<file path="src/rtl/adc_fifo_pkg.sv">
// ---------------------------------------------------------------------------
// adc_fifo_pkg
//   Shared definitions for the ADC capture sample FIFO.
//   - Default geometry constants (sample width, depth, almost-full threshold).
//   - Status flag struct. The readout and status-register blocks use the same
//     struct, so the field order here is the bit order they see.
//   - Helper that derives the level-based flags from an occupancy count.
//   Optional build macro: ADC_FIFO_OVWR_EN (see adc_sample_fifo).
// ---------------------------------------------------------------------------
package adc_fifo_pkg;

    localparam int ADC_FIFO_DATA_W    = 12;
    localparam int ADC_FIFO_DEPTH     = 16;
    localparam int ADC_FIFO_AF_THRESH = 12;

    typedef struct packed {
        logic full;
        logic almost_full;
        logic empty;
        logic overflow;
        logic underflow;
    } adc_fifo_flags_t;

    // Flag state after reset or a flush: only EMPTY is set.
    localparam adc_fifo_flags_t ADC_FIFO_FLAGS_RESET = '{
        full:        1'b0,
        almost_full: 1'b0,
        empty:       1'b1,
        overflow:    1'b0,
        underflow:   1'b0
    };

    // Level-derived flags for a given occupancy. The sticky error bits are
    // carried through unchanged from the caller.
    function automatic adc_fifo_flags_t adc_fifo_level_flags(
        input int   level,
        input int   depth,
        input int   af_thresh,
        input logic overflow,
        input logic underflow
    );
        adc_fifo_flags_t f;
        f.full        = (level == depth);
        f.almost_full = (level >= af_thresh);
        f.empty       = (level == 0);
        f.overflow    = overflow;
        f.underflow   = underflow;
        return f;
    endfunction

endpackage

</file>
<file path="src/rtl/adc_fifo_tpram.sv">
// ---------------------------------------------------------------------------
// adc_fifo_tpram
//   Inferred simple dual-port RAM for the sample FIFO: one write port and one
//   registered read port, both on clk. Read-first: when the read and write
//   addresses match in the same cycle, the read returns the old word.
//   The storage array has no reset so it maps onto block RAM; only the read
//   output register is cleared by rst_n, giving a defined rd_data after reset.
//   The read register only loads when rd_en is high, so rd_data holds its
//   last value between reads.
// Ports
//   clk      in   1        clock, rising edge
//   rst_n    in   1        asynchronous active-low reset (read register only)
//   wr_en    in   1        write strobe
//   wr_addr  in   ADDR_W   write address
//   wr_data  in   DATA_W   write data
//   rd_en    in   1        read strobe; loads rd_data on the next edge
//   rd_addr  in   ADDR_W   read address
//   rd_data  out  DATA_W   registered read data
// ---------------------------------------------------------------------------
module adc_fifo_tpram
    import adc_fifo_pkg::*;
#(
    parameter int DATA_W = ADC_FIFO_DATA_W,
    parameter int DEPTH  = ADC_FIFO_DEPTH
) (
    input  logic                     clk,
    input  logic                     rst_n,
    input  logic                     wr_en,
    input  logic [$clog2(DEPTH)-1:0] wr_addr,
    input  logic [DATA_W-1:0]        wr_data,
    input  logic                     rd_en,
    input  logic [$clog2(DEPTH)-1:0] rd_addr,
    output logic [DATA_W-1:0]        rd_data
);

    logic [DATA_W-1:0] mem [0:DEPTH-1];
    logic [DATA_W-1:0] rd_data_reg;

    always_ff @(posedge clk) begin
        if (wr_en) begin
            mem[wr_addr] <= wr_data;
        end
    end

    // Non-blocking read of the array in the same edge as the write above is
    // what makes a same-address access read-first.
    always_ff @(posedge clk or negedge rst_n) begin
        if (!rst_n) begin
            rd_data_reg <= '0;
        end else if (rd_en) begin
            rd_data_reg <= mem[rd_addr];
        end
    end

    assign rd_data = rd_data_reg;

endmodule

</file>
<file path="src/rtl/adc_sample_fifo.sv">
// ---------------------------------------------------------------------------
// adc_sample_fifo
//   Synchronous sample FIFO between the ADC sample formatter (write side) and
//   the readout/DMA logic (read side). Holds the pointers, the occupancy
//   counter, registered status flags and the rd_valid pipeline bit; storage
//   is in adc_fifo_tpram.
//   Read latency is one cycle: an accepted read presents its word on rd_data
//   with rd_valid high on the following cycle. There is no fall-through.
//   Flags are registered and come from the level counter, so the flags seen
//   at the start of a cycle decide whether that cycle's requests are taken.
// Build option
//   ADC_FIFO_OVWR_EN defined   : ring-buffer mode. A write while full is
//                                accepted and drops the oldest entry.
//   ADC_FIFO_OVWR_EN undefined : a write while full is dropped.
//   In both modes a write while full sets the sticky overflow flag.
// Parameters
//   DATA_W     sample width (1..18)
//   DEPTH      entries, power of two (4..1024)
//   AF_THRESH  almost_full when level >= AF_THRESH (1..DEPTH)
// Ports
//   clk          in   1        system clock, rising edge
//   rst_n        in   1        asynchronous active-low reset
//   clr          in   1        synchronous flush of pointers, level, flags
//   wr_en        in   1        write request
//   wr_data      in   DATA_W   sample to write
//   full         out  1        level == DEPTH
//   almost_full  out  1        level >= AF_THRESH
//   rd_en        in   1        read request
//   rd_data      out  DATA_W   read data, valid when rd_valid
//   rd_valid     out  1        pulse one cycle after an accepted read
//   empty        out  1        level == 0
//   level        out  LVL_W    occupancy 0..DEPTH
//   overflow     out  1        sticky: write seen while full
//   underflow    out  1        sticky: read seen while empty
// ---------------------------------------------------------------------------
module adc_sample_fifo
    import adc_fifo_pkg::*;
#(
    parameter int DATA_W    = ADC_FIFO_DATA_W,
    parameter int DEPTH     = ADC_FIFO_DEPTH,
    parameter int AF_THRESH = ADC_FIFO_AF_THRESH
) (
    input  logic                   clk,
    input  logic                   rst_n,
    input  logic                   clr,
    input  logic                   wr_en,
    input  logic [DATA_W-1:0]      wr_data,
    output logic                   full,
    output logic                   almost_full,
    input  logic                   rd_en,
    output logic [DATA_W-1:0]      rd_data,
    output logic                   rd_valid,
    output logic                   empty,
    output logic [$clog2(DEPTH):0] level,
    output logic                   overflow,
    output logic                   underflow
);

    localparam int ADDR_W = $clog2(DEPTH);
    localparam int LVL_W  = ADDR_W + 1;

    localparam logic [ADDR_W-1:0] PTR_ONE = ADDR_W'(1);
    localparam logic [LVL_W-1:0]  LVL_ONE = LVL_W'(1);

    // -----------------------------------------------------------------------
    // State
    // -----------------------------------------------------------------------
    logic [ADDR_W-1:0] wr_ptr_reg, wr_ptr_next;
    logic [ADDR_W-1:0] rd_ptr_reg, rd_ptr_next;
    logic [LVL_W-1:0]  level_reg,  level_next;
    adc_fifo_flags_t   flags_reg,  flags_next;
    logic              rd_valid_reg, rd_valid_next;

    // -----------------------------------------------------------------------
    // Request qualification
    // -----------------------------------------------------------------------
    logic wr_req;       // write request not masked by a flush
    logic rd_req;       // read request not masked by a flush
    logic rd_acc;       // read actually pops an entry this cycle
    logic wr_acc;       // write actually stores into the RAM this cycle
    logic drop_oldest;  // ring-buffer overwrite retires the oldest entry
    logic level_up;
    logic level_down;

    assign wr_req = wr_en & ~clr;
    assign rd_req = rd_en & ~clr;

    // A read on an empty FIFO is refused even if a write arrives in the same
    // cycle: the new word is not visible until it is in the RAM.
    assign rd_acc = rd_req & ~flags_reg.empty;

`ifdef ADC_FIFO_OVWR_EN
    // Writes are always taken. When full and nothing is being read, the
    // write lands on the oldest slot (wr_ptr == rd_ptr when full), so rd_ptr
    // steps past it. When a read is also taken, the read already retires
    // that slot and read-first RAM hands back the old word.
    assign wr_acc      = wr_req;
    assign drop_oldest = wr_req & flags_reg.full & ~rd_acc;
`else
    assign wr_acc      = wr_req & ~flags_reg.full;
    assign drop_oldest = 1'b0;
`endif

    // A ring-buffer overwrite while full leaves the count at DEPTH, so a
    // write only raises the level when the FIFO was not already full.
    assign level_up   = wr_acc & ~rd_acc & ~flags_reg.full;
    assign level_down = rd_acc & ~wr_acc;

    // -----------------------------------------------------------------------
    // Next-state logic
    // -----------------------------------------------------------------------
    always_comb begin
        wr_ptr_next   = wr_ptr_reg;
        rd_ptr_next   = rd_ptr_reg;
        level_next    = level_reg;
        flags_next    = flags_reg;
        rd_valid_next = 1'b0;

        if (clr) begin
            // Flush: RAM contents and rd_data are left alone.
            wr_ptr_next   = '0;
            rd_ptr_next   = '0;
            level_next    = '0;
            flags_next    = ADC_FIFO_FLAGS_RESET;
            rd_valid_next = 1'b0;
        end else begin
            if (wr_acc) begin
                wr_ptr_next = wr_ptr_reg + PTR_ONE;
            end
            if (rd_acc || drop_oldest) begin
                rd_ptr_next = rd_ptr_reg + PTR_ONE;
            end

            if (level_up) begin
                level_next = level_reg + LVL_ONE;
            end else if (level_down) begin
                level_next = level_reg - LVL_ONE;
            end

            flags_next = adc_fifo_level_flags(
                int'(level_next),
                DEPTH,
                AF_THRESH,
                flags_reg.overflow  | (wr_req & flags_reg.full),
                flags_reg.underflow | (rd_req & flags_reg.empty)
            );

            rd_valid_next = rd_acc;
        end
    end

    // -----------------------------------------------------------------------
    // State registers
    // -----------------------------------------------------------------------
    always_ff @(posedge clk or negedge rst_n) begin
        if (!rst_n) begin
            wr_ptr_reg   <= '0;
            rd_ptr_reg   <= '0;
            level_reg    <= '0;
            flags_reg    <= ADC_FIFO_FLAGS_RESET;
            rd_valid_reg <= 1'b0;
        end else begin
            wr_ptr_reg   <= wr_ptr_next;
            rd_ptr_reg   <= rd_ptr_next;
            level_reg    <= level_next;
            flags_reg    <= flags_next;
            rd_valid_reg <= rd_valid_next;
        end
    end

    // -----------------------------------------------------------------------
    // Storage
    // -----------------------------------------------------------------------
    adc_fifo_tpram #(
        .DATA_W (DATA_W),
        .DEPTH  (DEPTH)
    ) u_ram (
        .clk     (clk),
        .rst_n   (rst_n),
        .wr_en   (wr_acc),
        .wr_addr (wr_ptr_reg),
        .wr_data (wr_data),
        .rd_en   (rd_acc),
        .rd_addr (rd_ptr_reg),
        .rd_data (rd_data)
    );

    // -----------------------------------------------------------------------
    // Outputs
    // -----------------------------------------------------------------------
    assign full        = flags_reg.full;
    assign almost_full = flags_reg.almost_full;
    assign empty       = flags_reg.empty;
    assign overflow    = flags_reg.overflow;
    assign underflow   = flags_reg.underflow;
    assign level       = level_reg;
    assign rd_valid    = rd_valid_reg;

endmodule

</file>
<file path="config.mk">
export PLATFORM = sky130hd
export DESIGN_NAME = adc_sample_fifo
export DESIGN_NICKNAME = d
export VERILOG_FILES = /design/src/rtl/adc_fifo_pkg.sv /design/src/rtl/adc_fifo_tpram.sv /design/src/rtl/adc_sample_fifo.sv
export SDC_FILE = /design/constraint.sdc
export NUM_CORES = 1
export LEC_CHECK = 0
export BUFFER_PORTS_ARGS = -buffer_cell sky130_fd_sc_hd__buf_2
export CAP_MARGIN = 10
export CELL_PAD_IN_SITES_DETAIL_PLACEMENT = 0
export CELL_PAD_IN_SITES_GLOBAL_PLACEMENT = 1
export CORE_ASPECT_RATIO = 0.7
export CORE_MARGIN = 2
export CORE_UTILIZATION = 40
export DETAILED_ROUTE_END_ITERATION = 16
export PLACE_DENSITY = 0.7
export SYNTH_ARGS = -nofsm -noshare
export SYNTH_HDL_FRONTEND = slang
export SYNTH_HIERARCHICAL = 1
export SYNTH_SLANG_ARGS = --single-unit
</file>
<file path="constraint.sdc">
create_clock -name clk -period 7.5 [get_ports clk]
set_input_delay 0.375 -clock clk [delete_from_list [all_inputs] [get_ports clk]]
set_output_delay 0.375 -clock clk [all_outputs]
set_load 0.01 [all_outputs]
</file>
Yosys cells after proc, flatten, opt, wreduce, memory -nomap -nowiden
Memory sizes are Yosys's and may differ from the RTL's. A register that Yosys moved wholly into a read port is not among the register bits.
Cells that the tools add are included.
{"block": "word_totals", "regBits": 19, "mem_bits_rw": 192, "memories": 1}
{"memory": "u_ram.mem", "depth": 16, "word_bits": 12, "read_ports": 1, "rd_ports_with_merged_regs": 1, "write_ports": 1, "line": "adc_fifo_tpram.sv:36", "rtl": "logic [DATA_W-1:0] mem [0:DEPTH-1];"}
{"block": "classes", "addsub": 4, "magnitude_cmp": 1, "n_eq_ne": 1, "mux": 12, "bitwise_logic": 16, "n_reduce_logical": 4}
{"operator": "2-to-1 mux 5 bit", "count": 5}
{"operator": "2-to-1 mux 4 bit", "count": 4}
{"operator": "AND 1 bit", "count": 9}
{"operator": "adder 4 x 1 -> 4 bit, second input constant", "count": 2}
{"operator": "adder 5 x 1 -> 5 bit, second input constant", "count": 1}
{"operator": "equality test 5 bit, second input constant", "count": 1}
{"operator": "greater-or-equal comparator 5 x 4 -> 1 bit, second input constant", "count": 1}
{"operator": "logical NOT 5 bit", "count": 1}
{"operator": "NOT 1 bit", "count": 5}
{"operator": "subtractor 5 x 1 -> 5 bit, second input constant", "count": 1}
{"operator": "nonzero test 2 bit", "count": 2}
{"operator": "2-to-1 mux 1 bit", "count": 3}
{"operator": "OR 1 bit", "count": 2}
{"operator": "logical NOT 1 bit", "count": 1}

Depth between registers and ports, before layout
{"block": "logic_depth", "word_depth": 10, "depth_mapped": 7, "ltp_nobuf": 7}

By module
The synthesis kept the hierarchy.
{"module": "adc_fifo_tpram", "instances": 1, "cells_each": 344, "area_per_inst_um2": 7923.8, "seq_area_each_um2": 6065.8}
{"module": "adc_sample_fifo", "instances": 1, "cells_each": 98, "area_per_inst_um2": 957.2, "seq_area_each_um2": 476.7}

Least setup slack after synthesis
OpenSTA, ideal clock, no wires.
{"block": "synth_path", "path_type": "input to register", "from": "input port clr", "to": "memory u_ram/mem[0][0] in the netlist's numbering, enable pin", "arrival_ns": 2.334, "t_required_ns": 7.104, "setup_slack_ns": 4.770, "cell_stages": 5, "n_path_buf": 2, "path_cell_list": "clkbuf_1 buf_1 nor2_1 or3b_2 nor3_1"}
{"block": "synth_via", "elab_chain_cells": 5}
{"item": "from (decl)", "line": "adc_sample_fifo.sv:45", "rtl": "input logic clr,"}
{"item": "NOT 1 bit", "line": "adc_sample_fifo.sv:85", "rtl": "assign wr_req = wr_en & ~clr;"}
{"item": "AND 1 bit", "line": "adc_sample_fifo.sv:85"}
{"item": "AND 1 bit", "line": "adc_sample_fifo.sv:100", "rtl": "assign wr_acc = wr_req & ~flags_reg.full;"}
{"item": "named net wr_acc", "line": "adc_sample_fifo.sv:80", "rtl": "logic wr_acc;"}
{"item": "2-to-1 mux 1 bit", "line": "adc_fifo_tpram.sv:40", "rtl": "if (wr_en) begin"}
{"item": "2-to-1 mux 1 bit (implied by the code)", "line": "adc_fifo_tpram.sv:41", "rtl": "mem[wr_addr] <= wr_data;"}
{"item": "to (decl)", "line": "adc_fifo_tpram.sv:36"}
The timed path passes the listed nets, and every way through them passes these cells.

Final worst setup path
{"block": "layout_path", "from": "register flags_reg, in the netlist full", "to": "memory u_ram/mem[1][8] in the netlist's numbering, enable pin"}
{"block": "layout_via", "elab_chain_cells": 4}
{"item": "from (decl)", "line": "adc_sample_fifo.sv:71", "rtl": "adc_fifo_flags_t flags_reg, flags_next;"}
{"item": "from (signal assigned)", "line": "adc_sample_fifo.sv:166", "rtl": "flags_reg <= flags_next;"}
{"item": "NOT 1 bit", "line": "adc_sample_fifo.sv:100"}
{"item": "AND 1 bit", "line": "adc_sample_fifo.sv:100"}
{"item": "named net wr_acc", "line": "adc_sample_fifo.sv:80"}
{"item": "2-to-1 mux 1 bit", "line": "adc_fifo_tpram.sv:40"}
{"item": "2-to-1 mux 1 bit (implied by the code)", "line": "adc_fifo_tpram.sv:41"}
The timed path passes the listed nets, and every way through them passes these cells.

==> impl_metrics.toml <==
[status]
outcome = "finished clean"

[final_layout]
layout.cells.non_filler = 800
final_area_um2 = 10270
largest_reg_flops = 192
area_growth_pct = 15.60
drive_gt1_frac = 0.3147
nFillCells = 1797
final_nets = 523
n_antenna_cell = 0

[floorplanning]
coreArea_um2 = 21730
start_util = 0.4086
fp.dieArea_um2 = 23430
die_h_um = 128.7
rows = 45
die_w_um = 182.1
ioPinCount = 40

[clocking]
cts_tree = "done"
clock-sinks = 223
htreeDepth = 1
cts_root_buf = "clkbuf_16"
cts_buffers = 22
clkTransAtPathRegs_ns = 0.06
worstSkewPairLatency_ns = 0.50
clock_path_buffers = 3
cts_setup_buffers = 0

[setup_path]
required_ns = 7.61
cp_max_fo = 12
critPathLaunchType = "flip-flop"
cp.arrival_ns = 2.91
endpoint_kind = "flip-flop"
worst-setup-path-type = "flip-flop to flip-flop"

[synthesis]
yosys_warnings = 6
synthCells = 442
ys_seq_area_frac = 0.7367
async_reset_ff_frac = 0.1390
synth_top_area_frac = 0.6492
synth_ff_type = "edfxtp_1"
synth_most_common_cell = "edfxtp_1"
synth_top_area_cell = "edfxtp_1"
synth.net_count = 463
avgSynthCellArea_um2 = 20.09
syn_area_um2 = 8881
synth-seq-cells = 223
synth_area_leaders = "edfxtp_1, mux4_2, dfrtp_1"
yosysUniqueCellTypes = 44
synth-edff-count = 192
synthTopCellsByCount = "edfxtp_1, nor2_1, mux4_2"

[timing]
fmax_mhz = 356.3
grt_setup_unrepaired = "false"
drv_slew = 0
fin_crit_sh = 0.3742
slew_headroom = 0.1595
hold_viol_final = 0
fin_crit_ns = 2.807
tightestPinTransition_ns = 1.256
setup_viol = 0
totalNegativeSetupSlack_ns = 0
finClkSkew_ns = 0.01341

[global_route]
antenna_found_initial = 0
grt_pass1_vias = 4417
grt_remaining_overflow = 0
grt_max_degree = 51
grt_pass1_wl_um = 27970
grt_usage = 0.1622

[detailed_routing]
wl_met3_um = 811
drt_pre_antenna_iters = 7
drtAntennaViolNets = 0
viasPerCell = 5.544
drtIter0Drc = 387
maxUsedRoutingLayer = "met4"
vias = 4435
drc = 0
route.met2.wl_um = 8584
postRouteWirelength_um = 18770
wl_per_cell_um = 23.46
drt-met1-wl_um = 9059

[run]
maxCapViolCount = 0

[power]
power.density_nw_per_um2 = 293.0
ir_worst_vdd_mv = 0.3199
power_mw = 3.008
power.leakage_nw = 3.433

[placement]
port_buffers = 39
gp_congestion = 0.7917
dp_hpwl_um = 11400
post_dp_cell_area_um2 = 9409
dp_cells = 757

[hold_path]
hold_class = "primary input to flip-flop"
final cells by class:
| cell class | count | area, um^2 | area share |
|---|---|---|---|
| Inverter | 4 | 15.01 | 0.001463 |
| Clock inverter | 12 | 200.2 | 0.01950 |
| Sequential cell | 223 | 6545 | 0.6375 |
| Tap cell | 282 | 352.8 | 0.03437 |
| Multi-Input combinational cell | 192 | 2170 | 0.2113 |
| Timing Repair Buffer | 59 | 359.1 | 0.03498 |
| Clock buffer | 28 | 624.3 | 0.06082 |
cell usage in the layout, fill, tap and decap left out, types with 6 or more instances in the layout:
cell type  Yosys  layout
a221oi_2      12      12
mux4_1        11      11
buf_2          5      39
mux2i_1       12      12
nor2_1        40      39
a21oi_1        6       6
buf_4          5      16
o22ai_1        6       6
clkbuf_16      0      23
mux4_2        37      37
edfxtp_1     192     192
o22ai_2        6       6
nand2_1       13      13
dfrtp_1       30      28
power by group:
part	internal [mW]	total (mW)	switching [mW]
Sequential	1.40	1.45	0.0485
Combinational	0.143	0.329	0.186
Clock	0.765	1.23	0.462
final timing paths:
check / startpoint / endpoint / slack, ns / cells past startpoint
max: full / u_ram/mem[1][8] / 4.69 / 4
min: rd_en / underflow / 0.16 / 3
max reg2reg: full / u_ram/mem[1][8] / 4.69 / 4
min reg2reg: overflow / overflow / 0.50 / 2
max in group asynchronous: rst_n / rd_ptr_reg[0] / 6.42 / 2
min in group asynchronous: rst_n / level[1] / 0.52 / 2
per-layer routing:
metal,vias to the layer above,GRT usage
met5,-,0
met4,0,0.03605
met3,30,0.03000
met2,110,0.2481
met1,2374,0.2450
li1,1921,-
stage by stage:
stage | hold WS, ns | setup WS (ns) | utilization
after global routing | 0.1572 | 4.607 | 0.4724
after floorplan | 0.07941 | 4.770 | -
after detailed placement | 0.4764 | 4.697 | 0.4329
after global placement | 0.4737 | 4.740 | 0.4324
final | 0.1554 | 4.693 | 0.4724
after CTS | 0.1272 | 4.703 | 0.4713
critical path, stage by stage (launching register included):
cell and delay (ns):
dfrtp_1 0.43, nand2b_1 0.25, nor2_1 0.25, or3b_2 0.53, nor2_1 0.96
kinds of logic (layout without fill, tap and decap cells):
| group | after synthesis | after routing | synth area share |
|---|---|---|---|
| flops | 223 | 223 | 0.7367 |
| fa+ha+maj | 4 | 4 | 0.005636 |
| mux | 61 | 61 | 0.1414 |
| buf+inv | 27 | 103 | 0.02155 |
| compound gates | 38 | 38 | 0.04353 |
| simple gates | 79 | 79 | 0.04128 |
| xor+xnor | 10 | 10 | 0.009861 |
timing repair:
item                                   in CTS  in global routing
hold buffers                                1                  0
endpoints found under the hold margin      30                  0
resized for setup                           0                  0
No activity file was read; power rests on OpenSTA's default activity.
